===== config.mk =====
export PLATFORM = sky130hd
export DESIGN_NAME = fp16_accumulator
export DESIGN_NICKNAME = d
export VERILOG_FILES = /design/src/rtl/fp16_accumulator.sv
export SDC_FILE = /design/constraint.sdc
export NUM_CORES = 1
export LEC_CHECK = 0
export ABC_CLOCK_PERIOD_IN_PS = 4400
export CAP_MARGIN = 10
export CELL_PAD_IN_SITES_DETAIL_PLACEMENT = 1
export CELL_PAD_IN_SITES_GLOBAL_PLACEMENT = 1
export CORE_MARGIN = 2
export CORE_UTILIZATION = 30
export CTS_CLUSTER_SIZE = 25
export DETAILED_ROUTE_END_ITERATION = 10
export GPL_ROUTABILITY_DRIVEN = 0
export PLACE_DENSITY_LB_ADDON = 0.1
export SLEW_MARGIN = 20
export SYNTH_ARGS = -nofsm -noshare
export SYNTH_HDL_FRONTEND = slang
export SYNTH_SLANG_ARGS = --single-unit
export TNS_END_PERCENT = 50

===== constraint.sdc =====
create_clock -name clk -period 4.4 [get_ports clk]
set_input_delay 0.88 -clock clk [delete_from_list [all_inputs] [get_ports clk]]
set_output_delay 0.88 -clock clk [all_outputs]
set_load 0.005 [all_outputs]

===== src/rtl/fp16_accumulator.sv =====
// fp16_accumulator: sequential IEEE-754 binary16 accumulate stage.
// Accepts one product per handshake and adds it to the running sum through
// an ALIGN -> ADD -> NORM sequence. A term flagged last dumps the sum to
// out_data with a one-cycle out_valid and restarts the accumulation at zero.
module fp16_accumulator (
  input  logic        clk,
  input  logic        rst_n,
  input  logic        in_valid,
  output logic        in_ready,
  input  logic [15:0] in_data,
  input  logic        in_last,
  input  logic        clear,
  output logic [15:0] acc,
  output logic        out_valid,
  output logic [15:0] out_data
);

  typedef enum logic [1:0] {S_IDLE, S_ALIGN, S_ADD, S_NORM} state_t;

  localparam logic [15:0] QNAN = 16'h7E00;

  state_t      r_state;
  state_t      w_state_nxt;

  logic [15:0] r_acc;
  logic [15:0] r_out_data;
  logic        r_out_valid;

  logic [15:0] r_term;
  logic        r_last;

  logic [4:0]  r_big_e_p1;
  logic [10:0] r_big_m_p1;
  logic [10:0] r_sml_m_p1;
  logic        r_big_s_p1;
  logic        r_sub_p1;
  logic        r_spec_p1;
  logic [15:0] r_spec_val_p1;

  logic [11:0] r_sum_p2;
  logic [4:0]  r_sum_e_p2;
  logic        r_sum_s_p2;

  logic        w_hs;
  logic [4:0]  w_ea, w_eb;
  logic [10:0] w_ma, w_mb;
  logic        w_sa, w_sb;
  logic        w_nan_a, w_nan_b, w_inf_a, w_inf_b;
  logic        w_a_ge_b;
  logic [4:0]  w_big_e, w_sml_e, w_diff;
  logic [10:0] w_big_m, w_sml_m, w_sml_al;
  logic        w_big_s, w_sml_s;
  logic        w_spec;
  logic [15:0] w_spec_val;
  logic [15:0] w_result;

  // Normalize a 12-bit magnitude, truncate to 10 fraction bits, and saturate
  // the exponent: underflow flushes to +0, overflow becomes signed infinity.
  function automatic logic [15:0] norm_trunc(input logic s, input logic [4:0] e,
                                             input logic [11:0] sum);
    logic signed [6:0] e_s;
    logic [10:0]       m;
    logic [3:0]        lz;
    lz  = 4'd0;
    m   = 11'd0;
    e_s = 7'sd0;
    if (sum[11]) begin
      m   = sum[11:1];
      e_s = $signed({2'b00, e}) + 7'sd1;
    end else begin
      for (int i = 0; i < 11; i++) begin
        if (sum[i]) lz = 4'(10 - i);
      end
      m   = sum[10:0] << lz;
      e_s = $signed({2'b00, e}) - $signed({3'b000, lz});
    end
    if (sum == 12'd0 || e_s <= 7'sd0) return 16'h0000;
    else if (e_s >= 7'sd31)           return {s, 5'h1F, 10'h000};
    else                              return {s, e_s[4:0], m[9:0]};
  endfunction

  assign in_ready  = (r_state == S_IDLE) && !clear;
  assign w_hs      = in_valid && in_ready;
  assign acc       = r_acc;
  assign out_valid = r_out_valid;
  assign out_data  = r_out_data;

  // Unpack: exponent 0 (zero or subnormal) contributes a zero mantissa.
  assign w_ea    = r_acc[14:10];
  assign w_eb    = r_term[14:10];
  assign w_sa    = r_acc[15];
  assign w_sb    = r_term[15];
  assign w_ma    = (w_ea == 5'd0) ? 11'd0 : {1'b1, r_acc[9:0]};
  assign w_mb    = (w_eb == 5'd0) ? 11'd0 : {1'b1, r_term[9:0]};
  assign w_nan_a = (w_ea == 5'h1F) && (r_acc[9:0] != 10'd0);
  assign w_nan_b = (w_eb == 5'h1F) && (r_term[9:0] != 10'd0);
  assign w_inf_a = (w_ea == 5'h1F) && (r_acc[9:0] == 10'd0);
  assign w_inf_b = (w_eb == 5'h1F) && (r_term[9:0] == 10'd0);

  // Order by magnitude; exponent is compared first so big_e >= sml_e always.
  assign w_a_ge_b = {w_ea, w_ma} >= {w_eb, w_mb};
  assign w_big_e  = w_a_ge_b ? w_ea : w_eb;
  assign w_sml_e  = w_a_ge_b ? w_eb : w_ea;
  assign w_big_m  = w_a_ge_b ? w_ma : w_mb;
  assign w_sml_m  = w_a_ge_b ? w_mb : w_ma;
  assign w_big_s  = w_a_ge_b ? w_sa : w_sb;
  assign w_sml_s  = w_a_ge_b ? w_sb : w_sa;
  assign w_diff   = w_big_e - w_sml_e;
  assign w_sml_al = (w_diff >= 5'd11) ? 11'd0 : (w_sml_m >> w_diff);

  assign w_spec     = w_nan_a || w_nan_b || w_inf_a || w_inf_b;
  assign w_spec_val = (w_nan_a || w_nan_b || (w_inf_a && w_inf_b && (w_sa != w_sb))) ? QNAN :
                      w_inf_a ? r_acc : r_term;

  assign w_result = r_spec_p1 ? r_spec_val_p1 : norm_trunc(r_sum_s_p2, r_sum_e_p2, r_sum_p2);

  // State register.
  always_ff @(posedge clk or negedge rst_n) begin
    if (!rst_n) r_state <= S_IDLE;
    else        r_state <= w_state_nxt;
  end

  // Next-state logic; clear always returns to IDLE.
  always_comb begin
    w_state_nxt = r_state;
    case (r_state)
      S_IDLE:  if (w_hs) w_state_nxt = S_ALIGN;
      S_ALIGN: w_state_nxt = S_ADD;
      S_ADD:   w_state_nxt = S_NORM;
      S_NORM:  w_state_nxt = S_IDLE;
      default: w_state_nxt = S_IDLE;
    endcase
    if (clear) w_state_nxt = S_IDLE;
  end

  // Datapath: capture on handshake, then ALIGN (p1) and ADD (p2) registers.
  always_ff @(posedge clk) begin
    if (w_hs) begin
      r_term <= in_data;
      r_last <= in_last;
    end
    // ALIGN -> ADD boundary
    if (r_state == S_ALIGN) begin
      r_big_e_p1    <= w_big_e;
      r_big_m_p1    <= w_big_m;
      r_sml_m_p1    <= w_sml_al;
      r_big_s_p1    <= w_big_s;
      r_sub_p1      <= w_big_s != w_sml_s;
      r_spec_p1     <= w_spec;
      r_spec_val_p1 <= w_spec_val;
    end
    // ADD -> NORM boundary
    if (r_state == S_ADD) begin
      r_sum_p2   <= r_sub_p1 ? ({1'b0, r_big_m_p1} - {1'b0, r_sml_m_p1})
                             : ({1'b0, r_big_m_p1} + {1'b0, r_sml_m_p1});
      r_sum_e_p2 <= r_big_e_p1;
      r_sum_s_p2 <= r_big_s_p1;
    end
  end

  // Accumulator and result registers: NORM writes acc or dumps a last term.
  always_ff @(posedge clk or negedge rst_n) begin
    if (!rst_n) begin
      r_acc       <= 16'h0000;
      r_out_data  <= 16'h0000;
      r_out_valid <= 1'b0;
    end else begin
      r_out_valid <= 1'b0;
      if (clear) begin
        r_acc <= 16'h0000;
      end else if (r_state == S_NORM) begin
        if (r_last) begin
          r_out_data  <= w_result;
          r_out_valid <= 1'b1;
          r_acc       <= 16'h0000;
        end else begin
          r_acc <= w_result;
        end
      end
    end
  end

endmodule

==> metrics, run 1 <==
Final #Nets=881; DP Wirelength=17400 um; synthesized cell area=7267 um^2; Synth Area in Adders=7.094%; post-synthesis simple-gate area fraction=16.18%; Power Density=610.0 nW/um^2; top cells by area, synth=edfxtp_1 33%, dfrtp_1 12%, ha_1 6.5%; Yosys top cell by area=edfxtp_1; root buf cell=clkbuf_16; area of the multi-input gates=3955 um^2; Pins Over Slew Limit=0; CP Capture Type=flop; switching share of power=38.17%; Vias=5931; critical path class=flop to flop; DIE AREA=25480 um^2; Max Fclk=228.0 MHz; complex-gate fraction of the synthesized area=15.69%; Antenna Diode Count=0; io pins=55; CP peak stage delay=0.56 ns; status=completed; combinational share of power=43.2%; number of DRC markers in iteration 0=341; Leak=0.003835 uW; DR WL/cell=19.82 um; chip height=159.6 um; hold_buf cts=0; most common cell in the netlist=edfxtp_1; number of max-cap violations=0; synth warn=0; Port Buffers=54; GR Util All Layers=17.83%; Post-synth EDFFs=81; total area of sequential cells=3308 um^2; initial antenna violation count=0; slowest CP cell=or4_4; Switching Power=2181 uW; top cells by count, synth=81 x edfxtp_1, 80 x nand2_1, 62 x nor2_1; setup violators final=0; CTS tree=done; DRT Pass-1 Iters=5; Int Power=3533 uW; Syn Inst Count=735; fin util=39.67%; Synth top area share=33.47%; die width=159.6 um; flops & latches, synth=116; Area Growth Syn to Fin=28.91%; unrepaired setup endpoints after global routing=true; Syn Nets=796; Core Area=23610 um^2; Hold WC Path Type=flop to flop; CP bufs+invs=3; H-Tree Depth=4; worst skew pair latency=0.42 ns; WL final=22840 um; Via density=5.148; first-pass GRT wire length=35160 um; Worst setup SP type=flop; Worst-Margin Slew=0.9181 ns; xor and xnor area share after synthesis=3.134%; clk buf depth=2; Filler cells=2642; largest family of logic cells by synthesized area=simple AND/OR/NAND/NOR gates; worst relative slew slack=37.21%; grt ovf=0; number of global-route vias before repair=6063; Synth cell types=64; Reg power frac=33.2%; clk slew on worst S/H paths=0.07 ns; WP data arrival=4.54 ns; sequential element share of the synthesized area=45.52%; syn_area_per_cell=9.887 um^2; Final Hold Violating Endpoints=0; CTS Sinks=116; mux cell area share after synthesis=7.731%; total power=5714 uW; clk_skew=0.01425 ns; peak supply drop=0.2507 mV; dominant synthesized flop cell=edfxtp_1; CTS Buf Count=17; share of cells above drive strength 1=19.09%; largest net degree at the start of global routing=47; CP max FO=5; minimum clock period=4.386 ns; data required time of the worst path=4.56 ns; Starting Density=30.78%; clock power share=23.6%; final period utilization=99.68%; CP Cell Sequence=or4_4 -> or2_4 -> nand2_2 -> inv_2 -> ha_4 -> nand4_1 -> buf_4 -> a211oi_4 -> and2_4 -> a211oi_4 -> mux2i_4 -> ha_4 -> and3_4 -> a221oi_2 -> mux2i_1 -> a31oi_1 -> xnor2_2 -> nand2b_4 -> clkbuf_16 -> nor3_2; asr flop ratio synth=30.17%; DRC viols=0; CP delay by family, top=simple AND/OR/NAND/NOR gates; ANT nets after route=0; row cnt=56
==> per-stage QoR <==
step                      setup slack, ns  instance area [um^2]   TNS, ns  hold slack [ns]  cells
after floorplan                  0.005811                  7378         0           0.4003    735
after global placement           -0.03548                  8409  -0.08566           0.4063   1108
after detailed placement          -0.1327                  8409   -0.9287           0.4072   1108
after CTS                         0.02593                  9055         0           0.4228   1144
after global routing              -0.1730                  9368    -1.703           0.4284   1152
final                             0.01404                  9368         0           0.4197   1152
==> power groups by stage <==
| stage | sequential [uW] | combinational (uW) | clock (uW) |
|---|---|---|---|
| after CTS | 1890 | 2400 | 1380 |
| after global placement | 1900 | 2300 | 0 |
| after floorplan | 1790 | 1650 | 0 |
| after detailed placement | 1910 | 2350 | 0 |
| after global routing | 1940 | 2750 | 1430 |
| final | 1900 | 2470 | 1350 |
==> cell usage in the layout, fill, tap and decap left out, drive strengths merged, types with 8 or more instances in the layout <==
| cell type | n |
|---|---|
| nand3 | 21 |
| a211oi | 8 |
| nand2 | 80 |
| nor2b | 11 |
| xnor2 | 23 |
| nor4 | 8 |
| dfrtp | 35 |
| inv | 49 |
| mux2i | 31 |
| and2 | 15 |
| and3 | 9 |
| buf | 47 |
| nand2b | 9 |
| clkdlybuf4s50 | 53 |
| clkbuf | 23 |
| mux2 | 12 |
| nor2 | 62 |
| edfxtp | 81 |
| a21oi | 41 |
| nor3 | 16 |
| ha | 38 |
| o21ai | 53 |
==> final cells by class <==
| type | instances | area share [%] |
|---|---|---|
| inverters | 47 | 1.883 |
| clock inverters | 10 | 1.055 |
| clock buffers | 22 | 5.075 |
| repair buffers | 101 | 10.19 |
| flip-flops and latches | 116 | 35.31 |
| multi-input cells | 537 | 42.22 |
| well taps | 319 | 4.261 |
==> worst paths after layout <==
path | startpoint | end | slack (ns) | depth (start not counted)
worst min-delay path | r_big_e_p1[2] | r_sum_e_p2[2] | 0.42 | 0
min in group asynchronous | rst_n | r_state[1] | 0.57 | 1
worst min register to register | r_big_e_p1[2] | r_sum_e_p2[2] | 0.42 | 0
worst max-delay path | acc[12] | r_sml_m_p1[7] | 0.01 | 20
max in group asynchronous | rst_n | acc[3] | 3.27 | 1
worst max register to register | acc[12] | r_sml_m_p1[7] | 0.01 | 20
==> worst reg2reg max path, stage by stage, from the launching register on <==
cell       delay (ns)
dfrtp_1          0.38
or4_4            0.56
or2_4            0.32
nand2_2          0.10
inv_2            0.05
ha_4             0.25
nand4_1          0.14
buf_4            0.20
a211oi_4         0.19
and2_4           0.19
a211oi_4         0.07
mux2i_4          0.20
ha_4             0.19
and3_4           0.17
a221oi_2         0.18
mux2i_1          0.10
a31oi_1          0.23
xnor2_2          0.19
nand2b_4         0.22
clkbuf_16        0.15
nor3_2           0.04
==> repair_timing <==
item	CTS	global route
gates cloned	1	1
pin swaps	4	19
gates resized for setup	8	46
endpoints found under the setup margin	11	28
hold endpoints to repair	0	0
setup buffers	3	7
==> registers in the layout, indices dropped and copies added (netlist names) <==
register,count
r_sub_p1,1
r_sum_s_p2,1
r_spec_val_p1,16
r_spec_p1,1
r_sum_e_p2,5
r_state,2
r_big_e_p1,5
r_big_s_p1,1
out_data,16
out_valid,1
r_big_m_p1,11
r_last,1
r_term,16
acc,16
r_sum_p2,12
r_sml_m_p1,11
==> per-layer routing <==
layer | track usage (%) | vias up | wire length [um]
met1 | 25.13 | 2937 | 11100
met4 | 4.174 | 0 | 219
met2 | 28.53 | 118 | 10710
li1 | - | 2860 | -
met5 | 0 | - | 0
met3 | 3.143 | 16 | 809
==> cell families after synthesis <==
logic type,count (synthesis)
AND/OR/NAND/NOR,249
AO/OA/AOI/OAI,173
flip-flops,116
buffers and inverters,83
multiplexers,48
adder cells (fa/ha/maj),40
XOR/XNOR,26
(Power assumes the default switching activity.)
==> run 2, diff against run 1 <==
SLEW_MARGIN = not set   (was 20)
==> metrics, run 2 (synthesis results as in run 1) <==
status=completed; number of max-cap violations=0; number of DRC markers in iteration 0=356; CP Cell Sequence=or4_4 -> or2_4 -> nand2_2 -> inv_2 -> ha_4 -> nand4_1 -> buf_4 -> a211oi_4 -> and2_4 -> a211oi_4 -> mux2i_4 -> ha_4 -> and3_4 -> a221oi_2 -> mux2i_1 -> a31oi_1 -> xnor2_2 -> nand2b_4 -> clkbuf_16 -> nor3_2; Switching Power=2180 uW; number of global-route vias before repair=6063; most frequent cells in the layout=81 x edfxtp_1, 71 x nand2_1, 60 x nor2_1, 53 x clkdlybuf4s50_1, 48 x o21ai_0; DRC viols=0; commonest non-fill, non-tap cell in the layout=edfxtp_1; switching share of power=38.16%; share of cells above drive strength 1=18.85%; worst relative slew slack=18.24%; clock power share=23.6%; Hold WC Path Type=flop to flop; Hold Crit Start=r_big_e_p1[2]; row cnt=56; root buf cell=clkbuf_16; fin util=39.64%; total area of sequential cells=3308 um^2; GR Util All Layers=17.83%; CP peak stage delay=0.56 ns; final period utilization=99.81%; R2R depth=20; setup violators final=0; worst hold slack=0.4198 ns; grt ovf=0; CTS Sinks=116; Max Fclk=227.7 MHz; critical path class=flop to flop; area of the multi-input gates=3948 um^2; Int Power=3533 uW; Leak=0.003833 uW; hold_buf cts=0; first-pass GRT wire length=35160 um; clk_skew=0.01697 ns; Worst-Margin Slew=1.222 ns; Final #Nets=881; post-route insts no fill=1152; Worst setup SP type=flop; CP max FO=5; CP Capture Type=flop; Reg power frac=33.2%; peak supply drop=0.2497 mV; Via density=5.135; die width=159.6 um; data required time of the worst path=4.55 ns; CTS tree=done; Hold Path End=r_sum_e_p2[2]; clk buf depth=2; Hold Path Stages=0; Pins Over Slew Limit=0; Port Buffers=54; Starting Density=30.78%; largest net degree at the start of global routing=47; WP data arrival=4.55 ns; Area Growth Syn to Fin=28.81%; FF-to-FF setup slack=0.008 ns; io pins=55; Filler cells=2644; chip height=159.6 um; initial antenna violation count=0; DR WL/cell=19.84 um; CTS Buf Count=17; clk slew on worst S/H paths=0.07 ns; worst skew pair latency=0.42 ns; dpl cells=1108; Power Density=610.3 nW/um^2; minimum clock period=4.392 ns; ANT nets after route=0; Vias=5916; DIE AREA=25480 um^2; DP Wirelength=17400 um; DRT Pass-1 Iters=5; slowest CP cell=or4_4; Worst R2R Start=acc[12]; total power=5712 uW; reg-to-reg endpoint=r_sml_m_p1[7]; Final Hold Violating Endpoints=0; WL final=22860 um; Antenna Diode Count=0; H-Tree Depth=4; Core Area=23610 um^2; unrepaired setup endpoints after global routing=true; combinational share of power=43.2%
[run 2: routing by layer]
layer / track usage (%) / up-vias / part of all wire [%]
met5: 0 / - / 0
met4: 4.174 / 0 / 0.86
met3: 3.143 / 14 / 3.2
met2: 28.53 / 107 / 47
met1: 25.13 / 2933 / 49
li1: - / 2862 / -
[run 2: metrics by stage]
step / worst slack, ns / cell area, um^2 / TNS (ns)
floorplan: 0.005811 / 7378 / 0
global placement: -0.03548 / 8409 / -0.08566
detailed placement: -0.1327 / 8409 / -0.9287
CTS: 0.02593 / 9055 / 0
global route: -0.1730 / 9360 / -1.703
finish: 0.008346 / 9360 / 0
[run 2: cell type report]
| cell class | count | area share (%) |
|---|---|---|
| inverter | 47 | 1.885 |
| tap | 319 | 4.264 |
| sequential | 116 | 35.34 |
| clock buffer | 22 | 5.080 |
| multi-input combinational | 537 | 42.17 |
| clock inverter | 10 | 1.056 |
| timing repair buffer | 101 | 10.20 |
[run 2: worst max-delay path: cells and delay by family, from the launching register on]
kind                     cells  cell delay, ns
flip-flops                   1            0.38
XOR/XNOR                     1            0.19
adder cells (fa/ha/maj)      2            0.44
buffers and inverters        3            0.40
multiplexers                 2            0.30
AND/OR/NAND/NOR              8            1.73
AO/OA/AOI/OAI                4            0.67
[run 2: worst max-delay path by stage]
stage / slack (ns) / cells past startpoint / from / to
floorplan: 0.006 / 20 / acc[14] / r_sml_m_p1[1]
global placement: -0.04 / 19 / acc[14] / r_sml_m_p1[2]
detailed placement: -0.13 / 19 / acc[14] / r_sml_m_p1[8]
CTS: 0.03 / 19 / acc[14] / r_sml_m_p1[2]
global route: -0.17 / 19 / acc[12] / r_sml_m_p1[7]
finish: 0.008 / 20 / acc[12] / r_sml_m_p1[7]
[run 2: what timing repair did]
action,CTS,global route
setup endpoints to repair,11,28
pin swaps,4,19
gates cloned,1,1
buffers inserted,3,7
resized for setup,8,46
[run 2: power by group through the flow]
stage | Combinational [uW] | Sequential (uW) | Clock (uW)
after floorplan | 1650 | 1790 | 0
after detailed placement | 2350 | 1910 | 0
final | 2470 | 1900 | 1350
after global placement | 2300 | 1900 | 0
after global routing | 2750 | 1930 | 1430
after CTS | 2400 | 1890 | 1380
